## src/rtl/mips_pkg.sv

```systemverilog
// Shared encodings for the multicycle MIPS control path: state codes, opcodes,
// funct codes and the datapath select values.
package mips_pkg;

    typedef enum logic [3:0] {
        S_FETCH    = 4'd0,
        S_DECODE   = 4'd1,
        S_MEMADR   = 4'd2,
        S_MEMRD    = 4'd3,
        S_MEMWB    = 4'd4,
        S_MEMWR    = 4'd5,
        S_RTYPE_EX = 4'd6,
        S_RTYPE_WB = 4'd7,
        S_BEQ_EX   = 4'd8,
        S_ADDI_EX  = 4'd9,
        S_ADDI_WB  = 4'd10,
        S_JUMP_EX  = 4'd11,
        S_HALT     = 4'd12
    } state_e;

    localparam logic [5:0] OP_RTYPE = 6'h00;
    localparam logic [5:0] OP_J     = 6'h02;
    localparam logic [5:0] OP_BEQ   = 6'h04;
    localparam logic [5:0] OP_ADDI  = 6'h08;
    localparam logic [5:0] OP_LW    = 6'h23;
    localparam logic [5:0] OP_SW    = 6'h2B;
    localparam logic [5:0] OP_HALT  = 6'h3F;

    localparam logic [5:0] FN_ADD = 6'h20;
    localparam logic [5:0] FN_SUB = 6'h22;
    localparam logic [5:0] FN_AND = 6'h24;
    localparam logic [5:0] FN_OR  = 6'h25;
    localparam logic [5:0] FN_SLT = 6'h2A;

    localparam logic [1:0] ALUOP_ADD   = 2'b00;
    localparam logic [1:0] ALUOP_SUB   = 2'b01;
    localparam logic [1:0] ALUOP_FUNCT = 2'b10;

    localparam logic [1:0] PCSRC_ALU    = 2'b00;
    localparam logic [1:0] PCSRC_ALUOUT = 2'b01;
    localparam logic [1:0] PCSRC_JUMP   = 2'b10;

    localparam logic [1:0] SRCB_REG    = 2'b00;
    localparam logic [1:0] SRCB_FOUR   = 2'b01;
    localparam logic [1:0] SRCB_IMM    = 2'b10;
    localparam logic [1:0] SRCB_IMM_SH = 2'b11;

    function automatic logic funct_legal(input logic [5:0] funct);
        return (funct == FN_ADD) || (funct == FN_SUB) || (funct == FN_AND) ||
               (funct == FN_OR)  || (funct == FN_SLT);
    endfunction

endpackage

```

## src/rtl/mips_control_fsm_if.sv

```systemverilog
// Control/datapath bundle: instruction fields and flags in, datapath controls
// and status out. The FSM is the master, the datapath the slave.
interface mips_control_fsm_if;
    logic [5:0]  Opcode;
    logic [5:0]  Funct;
    logic        Zero;
    logic        PCEn;
    logic        IorD;
    logic        MemRead;
    logic        MemWrite;
    logic        IRWrite;
    logic        MemtoReg;
    logic        RegDst;
    logic        RegWrite;
    logic        ALUSrcA;
    logic [1:0]  ALUSrcB;
    logic [1:0]  ALUOp;
    logic [1:0]  PCSource;
    logic [3:0]  State;
    logic        Illegal;
    logic        Halted;
    logic [31:0] Retired;

    modport master (
        input  Opcode, Funct, Zero,
        output PCEn, IorD, MemRead, MemWrite, IRWrite, MemtoReg, RegDst,
               RegWrite, ALUSrcA, ALUSrcB, ALUOp, PCSource, State, Illegal,
               Halted, Retired
    );

    modport slave (
        output Opcode, Funct, Zero,
        input  PCEn, IorD, MemRead, MemWrite, IRWrite, MemtoReg, RegDst,
               RegWrite, ALUSrcA, ALUSrcB, ALUOp, PCSource, State, Illegal,
               Halted, Retired
    );
endinterface

```

## src/rtl/mips_control_fsm.sv

```systemverilog
// Moore control FSM for a multicycle MIPS datapath, with a sticky illegal flag
// and a retired-instruction counter.
module mips_control_fsm
    import mips_pkg::*;
(
    input  logic               clock,
    input  logic               reset,
    mips_control_fsm_if.master bus
);

    state_e      state_q, state_d;
    logic        illegal_q, illegal_d;
    logic [31:0] retired_q, retired_d;

    always_ff @(posedge clock) begin
        if (reset) begin
            state_q   <= S_FETCH;
            illegal_q <= 1'b0;
            retired_q <= '0;
        end else begin
            state_q   <= state_d;
            illegal_q <= illegal_d;
            retired_q <= retired_d;
        end
    end

    always_comb begin
        state_d      = state_q;
        illegal_d    = illegal_q;
        retired_d    = retired_q;
        bus.PCEn     = 1'b0;
        bus.IorD     = 1'b0;
        bus.MemRead  = 1'b0;
        bus.MemWrite = 1'b0;
        bus.IRWrite  = 1'b0;
        bus.MemtoReg = 1'b0;
        bus.RegDst   = 1'b0;
        bus.RegWrite = 1'b0;
        bus.ALUSrcA  = 1'b0;
        bus.ALUSrcB  = SRCB_REG;
        bus.ALUOp    = ALUOP_ADD;
        bus.PCSource = PCSRC_ALU;

        case (state_q)
            S_FETCH: begin
                bus.MemRead = 1'b1;
                bus.IRWrite = 1'b1;
                bus.ALUSrcB = SRCB_FOUR;
                bus.PCEn    = 1'b1;
                state_d     = S_DECODE;
            end
            S_DECODE: begin
                bus.ALUSrcB = SRCB_IMM_SH;
                case (bus.Opcode)
                    OP_LW, OP_SW: state_d = S_MEMADR;
                    OP_RTYPE:     state_d = S_RTYPE_EX;
                    OP_BEQ:       state_d = S_BEQ_EX;
                    OP_ADDI:      state_d = S_ADDI_EX;
                    OP_J:         state_d = S_JUMP_EX;
                    OP_HALT:      state_d = S_HALT;
                    default: begin
                        state_d   = S_FETCH;
                        illegal_d = 1'b1;
                    end
                endcase
            end
            S_MEMADR: begin
                bus.ALUSrcA = 1'b1;
                bus.ALUSrcB = SRCB_IMM;
                // Opcode is held by the IR; anything but lw/sw here is a stray.
                if (bus.Opcode == OP_LW)      state_d = S_MEMRD;
                else if (bus.Opcode == OP_SW) state_d = S_MEMWR;
                else                          state_d = S_FETCH;
            end
            S_MEMRD: begin
                bus.MemRead = 1'b1;
                bus.IorD    = 1'b1;
                state_d     = S_MEMWB;
            end
            S_MEMWB: begin
                bus.RegWrite = 1'b1;
                bus.MemtoReg = 1'b1;
                state_d      = S_FETCH;
                retired_d    = retired_q + 32'd1;
            end
            S_MEMWR: begin
                bus.MemWrite = 1'b1;
                bus.IorD     = 1'b1;
                state_d      = S_FETCH;
                retired_d    = retired_q + 32'd1;
            end
            S_RTYPE_EX: begin
                bus.ALUSrcA = 1'b1;
                bus.ALUOp   = ALUOP_FUNCT;
                if (funct_legal(bus.Funct)) begin
                    state_d = S_RTYPE_WB;
                end else begin
                    state_d   = S_FETCH;
                    illegal_d = 1'b1;
                end
            end
            S_RTYPE_WB: begin
                bus.RegWrite = 1'b1;
                bus.RegDst   = 1'b1;
                state_d      = S_FETCH;
                retired_d    = retired_q + 32'd1;
            end
            S_BEQ_EX: begin
                bus.ALUSrcA  = 1'b1;
                bus.ALUOp    = ALUOP_SUB;
                bus.PCSource = PCSRC_ALUOUT;
                bus.PCEn     = bus.Zero;
                state_d      = S_FETCH;
                retired_d    = retired_q + 32'd1;
            end
            S_ADDI_EX: begin
                bus.ALUSrcA = 1'b1;
                bus.ALUSrcB = SRCB_IMM;
                state_d     = S_ADDI_WB;
            end
            S_ADDI_WB: begin
                bus.RegWrite = 1'b1;
                state_d      = S_FETCH;
                retired_d    = retired_q + 32'd1;
            end
            S_JUMP_EX: begin
                bus.PCSource = PCSRC_JUMP;
                bus.PCEn     = 1'b1;
                state_d      = S_FETCH;
                retired_d    = retired_q + 32'd1;
            end
            S_HALT:  state_d = S_HALT;
            default: state_d = S_FETCH;
        endcase

        // Reset must squash writes immediately, not one edge later.
        if (reset) begin
            bus.PCEn     = 1'b0;
            bus.MemRead  = 1'b0;
            bus.MemWrite = 1'b0;
            bus.IRWrite  = 1'b0;
            bus.RegWrite = 1'b0;
        end
    end

    assign bus.State   = reset ? S_FETCH : state_q;
    assign bus.Illegal = reset ? 1'b0 : illegal_q;
    assign bus.Halted  = !reset && (state_q == S_HALT);
    assign bus.Retired = reset ? 32'd0 : retired_q;

endmodule

```

## src/flat_wrapper.sv

```systemverilog
// flat-port wrapper written by rule: the top's interface ports become plain ports
module mips_control_fsm_flat import mips_pkg::*;
  (clock, reset, bus_Opcode, bus_Funct, bus_Zero, bus_PCEn, bus_IorD, bus_MemRead, bus_MemWrite, bus_IRWrite, bus_MemtoReg, bus_RegDst, bus_RegWrite, bus_ALUSrcA, bus_ALUSrcB, bus_ALUOp, bus_PCSource, bus_State, bus_Illegal, bus_Halted, bus_Retired);
  mips_control_fsm_if bus_i ();
  input  logic clock;
  input  logic reset;
  input wire logic [$bits(bus_i.Opcode)-1:0] bus_Opcode;
  input wire logic [$bits(bus_i.Funct)-1:0] bus_Funct;
  input wire logic [$bits(bus_i.Zero)-1:0] bus_Zero;
  output wire logic [$bits(bus_i.PCEn)-1:0] bus_PCEn;
  output wire logic [$bits(bus_i.IorD)-1:0] bus_IorD;
  output wire logic [$bits(bus_i.MemRead)-1:0] bus_MemRead;
  output wire logic [$bits(bus_i.MemWrite)-1:0] bus_MemWrite;
  output wire logic [$bits(bus_i.IRWrite)-1:0] bus_IRWrite;
  output wire logic [$bits(bus_i.MemtoReg)-1:0] bus_MemtoReg;
  output wire logic [$bits(bus_i.RegDst)-1:0] bus_RegDst;
  output wire logic [$bits(bus_i.RegWrite)-1:0] bus_RegWrite;
  output wire logic [$bits(bus_i.ALUSrcA)-1:0] bus_ALUSrcA;
  output wire logic [$bits(bus_i.ALUSrcB)-1:0] bus_ALUSrcB;
  output wire logic [$bits(bus_i.ALUOp)-1:0] bus_ALUOp;
  output wire logic [$bits(bus_i.PCSource)-1:0] bus_PCSource;
  output wire logic [$bits(bus_i.State)-1:0] bus_State;
  output wire logic [$bits(bus_i.Illegal)-1:0] bus_Illegal;
  output wire logic [$bits(bus_i.Halted)-1:0] bus_Halted;
  output wire logic [$bits(bus_i.Retired)-1:0] bus_Retired;
  assign bus_i.Opcode = bus_Opcode;
  assign bus_i.Funct = bus_Funct;
  assign bus_i.Zero = bus_Zero;
  assign bus_PCEn = bus_i.PCEn;
  assign bus_IorD = bus_i.IorD;
  assign bus_MemRead = bus_i.MemRead;
  assign bus_MemWrite = bus_i.MemWrite;
  assign bus_IRWrite = bus_i.IRWrite;
  assign bus_MemtoReg = bus_i.MemtoReg;
  assign bus_RegDst = bus_i.RegDst;
  assign bus_RegWrite = bus_i.RegWrite;
  assign bus_ALUSrcA = bus_i.ALUSrcA;
  assign bus_ALUSrcB = bus_i.ALUSrcB;
  assign bus_ALUOp = bus_i.ALUOp;
  assign bus_PCSource = bus_i.PCSource;
  assign bus_State = bus_i.State;
  assign bus_Illegal = bus_i.Illegal;
  assign bus_Halted = bus_i.Halted;
  assign bus_Retired = bus_i.Retired;
  mips_control_fsm u_core (.clock(clock), .reset(reset), .bus(bus_i));
endmodule
```

## config.mk

```make
export PLATFORM = sky130hd
export DESIGN_NAME = mips_control_fsm_flat
export DESIGN_NICKNAME = d
export VERILOG_FILES = /design/src/rtl/mips_pkg.sv /design/src/rtl/mips_control_fsm_if.sv /design/src/rtl/mips_control_fsm.sv /design/src/flat_wrapper.sv
export SDC_FILE = /design/constraint.sdc
export NUM_CORES = 1
export LEC_CHECK = 0
export ABC_CLOCK_PERIOD_IN_PS = 2300
export BUFFER_PORTS_ARGS = -buffer_cell sky130_fd_sc_hd__clkbuf_2
export CAP_MARGIN = 20
export CORE_MARGIN = 5
export CORE_UTILIZATION = 30
export CTS_CLUSTER_SIZE = 30
export DETAILED_ROUTE_END_ITERATION = 12
export GPL_ROUTABILITY_DRIVEN = 0
export GPL_TIMING_DRIVEN = 0
export PLACE_DENSITY_LB_ADDON = 0.05
export SYNTH_ARGS = -nofsm -noshare
export SYNTH_HDL_FRONTEND = slang
export SYNTH_SLANG_ARGS = --single-unit
```

## constraint.sdc

```tcl
create_clock -name clock -period 2.3 [get_ports clock]
set_input_delay 0.115 -clock clock [delete_from_list [all_inputs] [get_ports clock]]
set_output_delay 0.115 -clock clock [all_outputs]
set_load 0.05 [all_outputs]
```

Word level (Yosys, flattened, before mapping)
Index checks and enable logic that the tools add are counted.
- bits in registers: 37
- bits of input ports: 15
- output and inout bits: 53
- logic and storage cells: 76
- add/sub/neg operators: 1
- equal/unequal tests: 25
- multiplexer cells: 28
- reductions and logical operators: 19
- operators with widths (cell ; number):
    6-bit == test (second input constant) ; 8
    32-bit by 1-bit adder with 32-bit output (second input constant) ; 1
    32-bit 2-to-1 mux ; 1
    4-bit one-hot mux with 7 select lines ; 1
    4-bit one-hot mux with 6 select lines ; 1
    4-bit == test (second input constant) ; 5
    4-bit by 3-bit == test with 1-bit output (second input constant) ; 4
    1-bit 2-to-1 mux ; 16
    2-bit OR reduction ; 5
    4-bit by 2-bit == test with 1-bit output (second input constant) ; 2
    4-bit 2-to-1 mux ; 2
    2-bit one-hot mux with 2 select lines ; 2
    7-bit OR reduction ; 1
    6-bit by 2-bit == test with 1-bit output (second input constant) ; 1
    6-bit by 3-bit == test with 1-bit output (second input constant) ; 1
    6-bit by 4-bit == test with 1-bit output (second input constant) ; 1
    6-bit logical NOT ; 1
    3-bit 2-to-1 mux ; 2
    2-bit one-hot mux with 3 select lines ; 1
    6-bit OR reduction ; 1
    4-bit by 1-bit == test with 1-bit output (second input constant) ; 1
    4-bit logical NOT ; 1
    1-bit logical OR ; 4
    2-bit inequality test (second input constant) ; 2
    other kinds (7) ; 8

Longest topological paths before layout
Gate-level depths: netlist of the first run.
- depth in word-level cells: 7
- gate-level depth with buffers: 7
- gate-level depth less buffers: 6

Least setup slack after synthesis of the first run
No wires, ideal clock.
- kind: reg-to-output
- from: reg u_core.state_q[1]
- to: out bus_PCSource[0]
- arrival time: 2.246 ns
- slack: -0.061 ns
- cell stages (with the launch flop): 5
- buffers on the path: 3
- cell sequence: dfxtp_1 clkbuf_1 buf_1 nor3_1 buf_4
- cells in the longest elaborated chain, start to end: 2
- elaborated cells on any way between the ends: 3
- RTL lines (item ; line ; text):
    start: declaration ; mips_control_fsm.sv:11 ; state_e state_q, state_d;
    start signal: assignment ; mips_control_fsm.sv:21 ; state_q <= state_d;
    4-bit == test ; mips_control_fsm.sv:44 ; case (state_q)
    2-bit one-hot mux with 2 select lines * ; mips_control_fsm.sv:44 ;
    end: declaration ; flat_wrapper.sv:21 ; output wire logic [$bits(bus_i.PCSource)-1:0] bus_PCSource;
Every way passes the cells marked *; elsewhere a longest branch is shown, timed or not.

Final worst setup path of the first run
- from: reg u_core.state_q[1]
- to: out bus_PCEn
- cells in the longest elaborated chain, start to end: 4
- elaborated cells on any way between the ends: 6
- RTL lines (item ; line ; text):
    4-bit == test / 4-bit logical NOT (equally long branches) ; mips_control_fsm.sv:44 ;
    2-bit OR reduction (no source line) ; -- ;
    1-bit one-hot mux with 2 select lines * ; mips_control_fsm.sv:44 ;
    1-bit 2-to-1 mux * ; mips_control_fsm.sv:137 ; if (reset) begin
    end: declaration ; flat_wrapper.sv:10 ; output wire logic [$bits(bus_i.PCEn)-1:0] bus_PCEn;
Marked as above.

==> flow_metrics.tcl, run 1 <==
set metrics [dict create \
    status "complete, no violations" \
    leakagePower_nw 1.130 \
    initial_core_util_pct 30.58 \
    cts_hold_buffers 0 \
    r2r-start "u_core.state_q[2]" \
    final_max_slew_viol_count 0 \
    clock-root-buffer "clkbuf_8" \
    num_antenna_cells 0 \
    grt-ovfl-total 0 \
    grt_pass1_vias 2370 \
    arrival_ns 1.97 \
    crit_fanout 10 \
    vias_per_cell 4.988 \
    synthArstFlopShare_pct 0 \
    drc_errors 0 \
    vias 2434 \
    max_freq_ghz 0.4789 \
    areaGrowthSynthToFinish_pct 23.60 \
    grt_max_degree 11 \
    coreArea_mm2 0.007647 \
    avgSynthCellArea_um2 7.495 \
    die_area_mm2 0.009661 \
    drive_gt1_share_pct 22.28 \
    tritoncts "built" \
    r2r_slack_ns 0.37 \
    post_cts_buffers 0 \
    reg2reg_to "u_core.retired_q[29]" \
    final_nets 401 \
    max-cap-violations 0 \
    htree_levels 2 \
    rr_worst_depth 5 \
    yosys_warnings 0 \
    ios 68 \
    cp-end-kind "primary output" \
    drt-total-wl_um 6894 \
    clock-sinks 37 \
    ys_ff_latch 37 \
    syn_inst 312 \
    min_path_type "primary input to register" \
    clk_latency_ns 0.29 \
    worstSetupPathType "register to primary output" \
    finalCritPeriodShare_pct 90.79 \
    hold_violations 0 \
    final.setup_skew_ns 0.003221 \
    slew_headroom_pct 58.46 \
    antenna_found_initial 0 \
    detail_route.wl_per_cell_um 14.13 \
    port_buffers 66 \
    worstSetupStartpointType "register" \
    dr.pass1.iters 4 \
    synth_edf_count 0 \
    syn-cell-area_mm2 0.002338 \
    startpoint "u_core.state_q[1]" \
    finalSetupViolCount 0 \
    syn-num-nets 328 \
    fin_tns_setup_ns 0 \
    most-common-layout-cells "clkbuf_2 (67), dfxtp_1 (37), nor2b_1 (33), nor2_1 (32)" \
    ys_seq_area_share_pct 31.67 \
    clk_pin_slew_ns 0.07 \
    layout_setup_ws_ns 0.2118 \
    num-fill-cells 853 \
    drt_iter0_drc 87 \
    design_area_mm2 0.002890 \
    rsz0062_at_grt "no" \
    synth_ff_type "dfxtp_1" \
    powerDensity_mw_per_mm2 435.8 \
    ys_types 48 \
    layout_commonest_cell "clkbuf_2" \
    grt_pass1_wl_um 11530 \
    finalCriticalPeriod_ns 2.088 \
    multi_input_comb_area_mm2 0.001504 \
    num_rows 32 \
    fp.dieW_um 98.29 \
    dieHeight_um 98.29 \
    worst_pin_slew_ns 0.6231 \
    ir_drop_mv 0.1852 \
    crit_path_end "bus_PCEn" \
    clk_path_buf_depth 2 \
    placed_cell_area_mm2 0.002809 \
    final_antenna_net_count 0 \
    cts_buffers 5 \
    pre_cts_ws_ns 0.3418 \
    worstPathRequired_ns 2.18 \
    track_usage_pct 14.42 \
    dp.final_hpwl_um 5219 \
    regArea_um2 740.7 \
]
## synth_stat cells, types with 3 or more instances
master / count / share of area [%]
clkbuf_1: 14 / 2.2
xnor2_1: 4 / 1.5
xor2_1: 11 / 4.1
and3_1: 6 / 1.6
nor3_1: 12 / 2.6
o21ai_0: 20 / 4.3
mux2i_1: 4 / 1.7
a21oi_1: 20 / 4.3
dfxtp_1: 37 / 32
nor2b_1: 33 / 8.8
or3_1: 20 / 5.4
nand3_1: 12 / 2.6
nand2_1: 17 / 2.7
nand4_1: 16 / 4.3
nand2b_1: 5 / 1.3
inv_1: 8 / 1.3
nor2_1: 33 / 5.3
nor4_1: 3 / 0.80
## through the flow
stage / total power, W / instances / hold WS [ns] / util (%)
after detailed placement: 0.0008291 / 480 / 0.4763 / 36.73
after floorplan: 0.0007760 / 312 / 0.3238 / -
after global placement: 0.0008291 / 480 / 0.4691 / 36.73
final: 0.001260 / 488 / 0.2130 / 37.79
after global routing: 0.001325 / 488 / 0.2152 / 37.79
after CTS: 0.001284 / 488 / 0.1965 / 37.78
## logic make-up (layout without fill, tap and decap cells)
group,after synthesis,count (layout),synth area share (%)
flip-flops,37,37,31.67
AO/OA/AOI/OAI,57,57,14.98
adder cells (fa/ha/maj),1,1,0.5350
XOR/XNOR,15,15,5.618
AND/OR/NAND/NOR,171,171,40.45
buffers and inverters,26,100,4.547
multiplexers,5,5,2.194
## registers in the layout, summed over array words and instances, names as in the netlist
signal,count
u_core.retired_q,32
u_core.state_q,4
u_core.illegal_q,1
## cell type report
type,instances,share of cell area (%)
multi-input combinational,249,52.03
sequential,37,25.63
timing repair buffer,66,11.43
tap,102,4.416
clock buffer,8,2.771
buffer,18,2.684
inverter,8,1.039
## critical path, cell delays in order (launching register included)
cell and delay, ns:
dfxtp_1 0.36, clkbuf_1 0.39, clkbuf_2 0.32, nand3_1 0.12
a211oi_2 0.20, clkbuf_2 0.30
## per-layer routing
| metal | up-vias | GRT usage, % | part of all wire, % |
|---|---|---|---|
| met5 | - | 0 | 0 |
| met4 | 0 | 4.097 | 1.1 |
| met3 | 6 | 2.857 | 4.2 |
| met2 | 44 | 23.66 | 47 |
| met1 | 1132 | 19.19 | 48 |
| li1 | 1252 | - | - |
## power breakdown
part / total (W) / leakage [nW] / internal, W / switching (W)
clock network: 0.000447 / 0.0395 / 0.000216 / 0.000232
registers: 0.000650 / 0.299 / 0.000645 / 0.00000482
logic: 0.000162 / 0.792 / 0.0000450 / 0.000117
## how the worst min path moves through the flow
stage	startpoint	endpoint	slack (ns)	depth (start not counted)
after CTS	reset	u_core.state_q[2]	0.20	4
after floorplan	bus_Opcode[5]	u_core.state_q[0]	0.32	3
after global routing	reset	u_core.state_q[2]	0.22	4
after global placement	u_core.retired_q[20]	u_core.retired_q[20]	0.47	2
after detailed placement	u_core.retired_q[20]	u_core.retired_q[20]	0.48	2
final	reset	u_core.state_q[2]	0.21	4
## repair_timing
action                     in CTS  in global routing
setup endpoints to repair       0                  2
gates resized for setup         0                  1
hold endpoints to repair        0                  0
No activity file was read; power rests on OpenSTA's default activity.
==> run 2: changes to the inputs <==
- PLACE_DENSITY: default -> 0.56
- PLACE_DENSITY_LB_ADDON: 0.05 -> default
- REMOVE_ABC_BUFFERS: default -> 1
==> run 2 against run 1 <==
Against the previous run:
- final cell count fell by 2.3%
- die area did not move
- sequential share of layout area barely moved
- flip-flop and latch count did not move
- maximum frequency fell by 0.35%
- critical path type is now register to register
- critical endpoint is now u_core.retired_q[29]
- largest power group unchanged
- highest routed layer unchanged
==> flow_metrics.tcl, run 2 (same netlist as run 1, synthesis figures left out) <==
set metrics [dict create \
    status "complete, no violations" \
    track_usage_pct 12.34 \
    num-fill-cells 836 \
    worst_pin_slew_ns 0.7530 \
    final_max_slew_viol_count 0 \
    design_area_mm2 0.002905 \
    arrival_ns 2.31 \
    clk_pin_slew_ns 0.08 \
    cp-end-kind "register" \
    clk_path_buf_depth 2 \
    clk_latency_ns 0.29 \
    crit_fanout 14 \
    reg_top3 "u_core.retired_q: 32 flops, u_core.state_q: 4 flops, u_core.illegal_q: 1 flops" \
    worstSetupStartpointType "register" \
    worstPathRequired_ns 2.51 \
    areaGrowthSynthToFinish_pct 24.24 \
    initial_core_util_pct 30.58 \
    detail_route.wl_per_cell_um 12.47 \
    vias_per_cell 4.937 \
    drt-total-wl_um 5949 \
    dieHeight_um 98.29 \
    fp.dieW_um 98.29 \
    slowest_stage "dfxtp_1" \
    num_rows 32 \
    vias 2355 \
    dr.pass1.iters 4 \
    antenna_found_initial 0 \
    layout_setup_ws_ns 0.2044 \
    max_freq_ghz 0.4772 \
    multi_input_comb_area_mm2 0.001491 \
    final_antenna_net_count 0 \
    placed_cell_area_mm2 0.002745 \
    grt-ovfl-total 0 \
    most-common-layout-cells "clkbuf_2 (67), dfxtp_1 (35), nor2_1 (33), nor2b_1 (33)" \
    port_buffers 67 \
    drive_gt1_share_pct 24.27 \
    hold_violations 0 \
    powerDensity_mw_per_mm2 477.1 \
    slew_headroom_pct 49.80 \
    dp.final_hpwl_um 4386 \
    die_area_mm2 0.009661 \
    drt_iter0_drc 62 \
    crit_top_cell "buf_4" \
    finalCriticalPeriod_ns 2.096 \
    grt_pass1_vias 2254 \
    htree_levels 2 \
    largest-register "u_core.retired_q" \
    grt_max_degree 40 \
    drc_errors 0 \
    final_core_util_pct 37.99 \
    tritoncts "built" \
    cts_buffers 5 \
    worstPathCellList "nand2b_1 -> o22ai_4 -> buf_4 -> nand4_1 -> buf_4 -> or3_1 -> a21oi_1" \
    finalSetupViolCount 0 \
    ios 68 \
    worstSetupPathType "register to register" \
    rsz0062_at_grt "no" \
    crit_family "simple AND/OR/NAND/NOR gates" \
    pre_cts_ws_ns -0.3283 \
    min_path_type "primary input to register" \
    finalCritPeriodShare_pct 91.11 \
    clock-sinks 37 \
    layout_commonest_cell "clkbuf_2" \
    largest_reg_flops 32 \
    num_antenna_cells 0 \
    ir_drop_mv 0.2173 \
    final_nets 390 \
    cts_hold_buffers 0 \
    cpPeakStageDelay_ns 0.60 \
    path_buf_inv 2 \
    grt_pass1_wl_um 10250 \
    max-cap-violations 0 \
    clock-root-buffer "clkbuf_8" \
    coreArea_mm2 0.007647 \
    final.setup_skew_ns 0.004828 \
    leakagePower_nw 1.147 \
    regArea_um2 743.2 \
]
==> run 2: cell type report <==
type                       instances  share of cell area (%)
clock buffer                       6                   2.842
clock inverter                     2                   1.292
inverter                           8                   1.034
multi-input combinational        249                   51.33
sequential                        37                   25.58
tap                              102                   4.393
timing repair buffer              73                   13.52
==> run 2: final timing paths <==
check / start / endpoint / slack, ns / cells after the start
min: bus_Opcode[5] / u_core.state_q[0] / 0.23 / 4
min reg2reg: u_core.retired_q[29] / u_core.retired_q[29] / 0.50 / 2
max reg2reg: u_core.state_q[3] / u_core.retired_q[29] / 0.20 / 7
max: u_core.state_q[3] / u_core.retired_q[29] / 0.20 / 7
==> run 2: timing repair <==
item                                    CTS  global route
endpoints found under the setup margin   17            16
pin swaps                                 2             1
gates resized for setup                   2             0
buffers inserted                          3             2
==> run 2: through the flow <==
stage / power (W) / hold slack, ns / instances / setup TNS, ns
3_3_place_gp: 0.0008127 / 0.4654 / 463 / -3.265
5_1_grt: 0.001460 / 0.2376 / 477 / 0
2_1_floorplan: 0.0007547 / 0.1841 / 294 / -1.153
3_5_place_dp: 0.0008182 / 0.4790 / 464 / -3.591
4_1_cts: 0.001411 / 0.2004 / 475 / 0
6_report: 0.001386 / 0.2277 / 477 / 0
==> run 2: tightest hold or removal path: stages <==
cell	delay [ns]
clkbuf_2	0.14
nor4_1	0.06
nand4_1	0.08
a21boi_0	0.08
==> run 2: report_power, final <==
group	leakage, nW	internal [W]	switching (W)
Combinational	0.790	0.0000445	0.000102
Sequential	0.299	0.000646	0.0000112
Clock	0.0574	0.000352	0.000230
==> run 2: routing by layer <==
| layer | up-vias | track usage (%) | part of all wire (%) |
|---|---|---|---|
| li1 | 1239 | - | - |
| met1 | 1067 | 15.91 | 48 |
| met2 | 45 | 20.59 | 47 |
| met3 | 4 | 3.500 | 4.6 |
| met4 | 0 | 2.521 | 0.74 |
| met5 | - | 0 | 0 |
